`config.mk`:
```
export PLATFORM = sky130hd
export DESIGN_NAME = spm_port_arbiter
export DESIGN_NICKNAME = d
export VERILOG_FILES = /design/src/rtl/spm_port_arbiter.sv
export SDC_FILE = /design/constraint.sdc
export NUM_CORES = 1
export LEC_CHECK = 0
export CAP_MARGIN = 20
export CORE_AREA = 2 2 93 95
export DETAILED_ROUTE_END_ITERATION = 16
export DIE_AREA = 0 0 95 97
export GPL_ROUTABILITY_DRIVEN = 1
export PLACE_DENSITY = 0.77
export SKIP_CTS_REPAIR_TIMING = 1
export SLEW_MARGIN = 20
export SYNTH_ARGS = -nofsm -noshare
export SYNTH_HDL_FRONTEND = slang
export SYNTH_SLANG_ARGS = --single-unit
export TNS_END_PERCENT = 20
```
`constraint.sdc`:
```
create_clock -name clk -period 2.2 [get_ports clk]
set_input_delay 0.44 -clock clk [delete_from_list [all_inputs] [get_ports clk]]
set_output_delay 0.44 -clock clk [all_outputs]
set_load 0.03 [all_outputs]
```
`src/rtl/spm_port_arbiter.sv`:
```
// Shares SPM port B between the MEM stage and a DMA master: MEM has fixed priority and a wait counter forces DMA through.
// Latency: issue cycle plus one response cycle. A requester holds its request until rdy_ is seen, and only IDLE cycles accept a new access.
module spm_port_arbiter #(
  parameter int ADDR_W       = 12,
  parameter int DATA_W       = 32,
  parameter int CNT_W        = 4,
  parameter int STARVE_LIMIT = 8
) (
  input  logic              clk,
  input  logic              reset_,
  input  logic [ADDR_W-1:0] mem_addr,
  input  logic              mem_as_,
  input  logic              mem_rw,
  input  logic [DATA_W-1:0] mem_wr_data,
  output logic [DATA_W-1:0] mem_rd_data,
  output logic              mem_rdy_,
  input  logic [ADDR_W-1:0] dma_addr,
  input  logic              dma_as_,
  input  logic              dma_rw,
  input  logic [DATA_W-1:0] dma_wr_data,
  output logic [DATA_W-1:0] dma_rd_data,
  output logic              dma_rdy_,
  output logic [ADDR_W-1:0] spm_addr,
  output logic              spm_as_,
  output logic              spm_rw,
  output logic [DATA_W-1:0] spm_wr_data,
  input  logic [DATA_W-1:0] spm_rd_data
);

  typedef enum logic [1:0] {IDLE = 2'd0, MEM_RSP = 2'd1, DMA_RSP = 2'd2} state_t;

  localparam logic [CNT_W-1:0] LIMIT = CNT_W'(STARVE_LIMIT);

  state_t           r_state;
  logic [CNT_W-1:0] r_dma_wait;
  logic             r_rd;

  logic w_idle, w_mem_win, w_dma_win, w_mem_rsp, w_dma_rsp;

  // Gating with reset_ forces every output to its reset value while reset is held.
  assign w_idle    = reset_ && (r_state == IDLE);
  assign w_dma_win = w_idle && !dma_as_ && (mem_as_ || (r_dma_wait == LIMIT));
  assign w_mem_win = w_idle && !mem_as_ && !w_dma_win;
  assign w_mem_rsp = reset_ && (r_state == MEM_RSP);
  assign w_dma_rsp = reset_ && (r_state == DMA_RSP);

  always_comb begin
    spm_as_     = 1'b1;
    spm_rw      = 1'b1;
    spm_addr    = '0;
    spm_wr_data = '0;
    if (w_mem_win) begin
      spm_as_     = 1'b0;
      spm_rw      = mem_rw;
      spm_addr    = mem_addr;
      spm_wr_data = mem_wr_data;
    end else if (w_dma_win) begin
      spm_as_     = 1'b0;
      spm_rw      = dma_rw;
      spm_addr    = dma_addr;
      spm_wr_data = dma_wr_data;
    end
  end

  assign mem_rdy_    = !w_mem_rsp;
  assign dma_rdy_    = !w_dma_rsp;
  assign mem_rd_data = (w_mem_rsp && r_rd) ? spm_rd_data : '0;
  assign dma_rd_data = (w_dma_rsp && r_rd) ? spm_rd_data : '0;

  always_ff @(posedge clk or negedge reset_) begin
    if (!reset_) begin
      r_state    <= IDLE;
      r_dma_wait <= '0;
      r_rd       <= 1'b0;
    end else begin
      case (r_state)
        IDLE: begin
          if (w_dma_win) begin
            r_state    <= DMA_RSP;
            r_rd       <= dma_rw;
            r_dma_wait <= '0;
          end else if (w_mem_win) begin
            r_state <= MEM_RSP;
            r_rd    <= mem_rw;
            if (!dma_as_ && (r_dma_wait != LIMIT))
              r_dma_wait <= r_dma_wait + 1'b1;
          end
        end
        default: r_state <= IDLE;
      endcase
    end
  end

endmodule

```
==> key figures <==
Clock network
  • Worst skew pair latency: between 0.2 and 0.25 ns
  • CTS sink count: 7
  • H-Tree Depth: 1
  • Root Buffer: clkbuf_8
  • CTS tree: done
  • Total CTS buffers: 3
  • Clk slew on worst S/H paths: 0.04 ns
  • Bufs on Longest Clock Path: 2

Logic synthesis
  • Post-synth EDFFs: 0
  • Distinct cells, synth: 29
  • Top_reg_cell synth: dfrtp_1
  • Register area share after synthesis: about a tenth
  • Syn Nets: ~380
  • Post-Syn Area: between 0.0015 and 0.002 mm2
  • Asr flop ratio synth: 100%
  • Synth Area per Inst: between 6 and 7 um2
  • Yosys warns: 0
  • Syn Inst Count: 256
  • Yosys reg bits: 7

Drt
  • ANT nets after route: 0
  • Average via count per standard cell: between 4 and 5
  • Total Wirelength: roughly 8700 um
  • Via count: between 2k and 3k
  • Drt first pass iters: 4
  • Wire per inst: about 14 um
  • # DRC: 0
  • Initial DRC count: 21

STA
  • RSZ-0062 raised after global routing: yes
  • Slew @ Worst Pin: roughly 0.35 ns
  • PnR worst setup slack: -0.227 ns
  • Slew Limit Fails: 0
  • Setup TNS: -8.03 ns
  • Rel. slew slack: 76.6%
  • Final hold vios: 0
  • Final period util: 110%
  • Worst Skew: a little under 0.0005 ns
  • Min Tclk post-route: 2.43 ns
  • Maximum clock rate: slightly above 0.4 GHz
  • Final setup viols: between 40 and 50

Floorplanning
  • Total I/O pin count: about 240
  • Die ar.: approximately 0.0092 mm2
  • Core footprint: 0.00813 mm2
  • Width of the die: ~95 um
  • Die height: about 97 um
  • Starting Density: between 20% and 30%
  • Row count: 33

Global routing
  • Pin count of the biggest net entering global routing: 33
  • All-Layer GR Usage: 16.2%
  • First-pass GRT wire length: between 10000 and 15000 um
  • Number of global-route vias before repair: between 2k and 3k
  • GRT overflow: 0
  • Antenna violations before repair: 0

Setup path
  • Worst path depth: 9
  • Worst path required time: about 1.8 ns
  • CP Launch Type: flop
  • Crit Path Class: reg -> out
  • Crit path largest cell delay: 0.36 ns
  • Crit. Startpoint: r_dma_wait[1]
  • Worst path slowest cell: dfrtp_1
  • Top delay family on crit path: buffers and inverters
  • Crit end category: primary output
  • Worst-path cell chain: inv_2 -> ha_4 -> and3b_2 -> o21ai_4 -> buf_12 -> buf_16 -> buf_6 -> mux2i_4 -> buf_6
  • R2R depth: 4
  • FF-to-FF Start: r_state[1]
  • Worst-path maximum fanout: 6
  • WP buf/inv: 5
  • Most frequent cell on the critical path: buf_6
  • Worst Path Arrival: 1.99 ns

Place
  • Final HPWL DP: approximately 7200 um
  • Port bufs: ~240
  • Pre-CTS setup slack: -0.485 ns
  • RD Place Congestion: just under 0.8

Hold path
  • HP Class: in -> async

Layout
  • # nets final: ~650
  • Layout cell share with drive strength beyond 1: a little under two fifths
  • Diodes inserted: 0
  • P&R area growth vs syn: 195%

Outcome
  • Failing checks: setup timing
  • Outcome: finished with violations

Power
  • Pwr/cell area: ~470 mW/mm2
  • Lkg Pwr: about 0.0025 uW
  • Maximum VDD drop: roughly 0.26 mV

Run
  • Max-cap viol count: 0
layout by cell type, fill, tap and decap left out, types with 2 or more instances in the layout:
master / count
clkdlybuf4s50_1: 122
buf_4: 95
and2_1: 64
nand2_1: 48
inv_1: 47
buf_6: 40
mux2i_4: 31
mux2i_1: 12
buf_12: 8
dfrtp_1: 7
clkbuf_16: 5
clkbuf_8: 3
dlymetal6s2s_1: 3
inv_2: 2
nor4b_4: 2
nand3b_1: 2
nor2_1: 2
o21ai_0: 2
or3_1: 2
o21ai_1: 2
buf_16: 2
logic make-up (layout without fill, tap and decap cells):
logic type      count (synthesis)  after routing  synth area share (%)
mux                            44             44                  26.1
fa+ha+maj                       2              2                  1.48
simple gates                  129            129                  42.1
buf+inv                        65            328                  16.1
flops                           7              7                  10.4
compound gates                  9              9                  3.92
power breakdown:
part	internal (uW)	total (uW)	switching (uW)
combinational	1050	1960	913
clock	126	183	57.5
sequential	171	202	31.2
sequential cells by signal (all words and copies together), names as in the netlist:
register,count
r_state,2
r_dma_wait,4
r_rd,1
synthesized netlist by cell type (2+ instances only):
cell type / number / area, um2
and2_1: 64 / 400
buf_2: 4 / 20.0
buf_6: 3 / 33.8
clkbuf_1: 8 / 30.0
dfrtp_1: 7 / 175
ha_1: 2 / 25.0
inv_1: 49 / 184
mux2i_1: 44 / 440
nand2_1: 48 / 180
nand3b_1: 2 / 15.0
nor2_1: 3 / 11.3
o21ai_0: 2 / 10.0
o21ai_1: 3 / 15.0
or3_1: 2 / 12.5
worst reg2reg max path, stage by stage, from the launching register on:
cell      delay, ns
dfrtp_1        0.40
buf_4          0.17
or4b_4         0.52
or4_4          0.49
o211ai_2       0.15
stage by stage:
step | utilization [%] | std cells | total power (uW) | hold slack, ns | area (um2)
4_1_cts | 56.0 | 611 | 2080 | 0.516 | 4550
6_report | 61.3 | 624 | 2340 | 0.269 | 4980
3_5_place_dp | 55.4 | 607 | 1890 | 0.577 | 4510
3_3_place_gp | 55.4 | 607 | 1860 | 0.565 | 4510
5_1_grt | 61.3 | 624 | 2470 | 0.287 | 4980
2_1_floorplan | - | 256 | 1150 | 0.144 | 2080
layout make-up:
| cell class | count | area [um2] |
|---|---|---|
| inverter | 49 | 184 |
| clock buffer | 4 | 45.0 |
| sequential | 7 | 175 |
| tap | 105 | 131 |
| timing repair buffer | 275 | 2760 |
| fill | 667 | 3150 |
| multi-input combinational | 184 | 1690 |
per-layer routing:
layer / up-vias / GRT usage [%] / routed length, um
met2: 160 / 34.5 / 4940
li1: 1322 / - / -
met1: 1146 / 14.0 / 2730
met4: 0 / 4.24 / 180
met5: - / 0 / 0
met3: 14 / 4.05 / 845
worst paths after layout:
kind,endpoint,slack [ns]
min in group clk,r_dma_wait[3],0.60
worst min-delay path,r_state[1],0.27
worst max-delay path,spm_wr_data[9],-0.23
worst min register to register,r_dma_wait[3],0.60
worst max register to register,r_dma_wait[3],0.38
max in group asynchronous,r_dma_wait[2],1.80
Note: power is estimated with default switching activity, not from simulation.
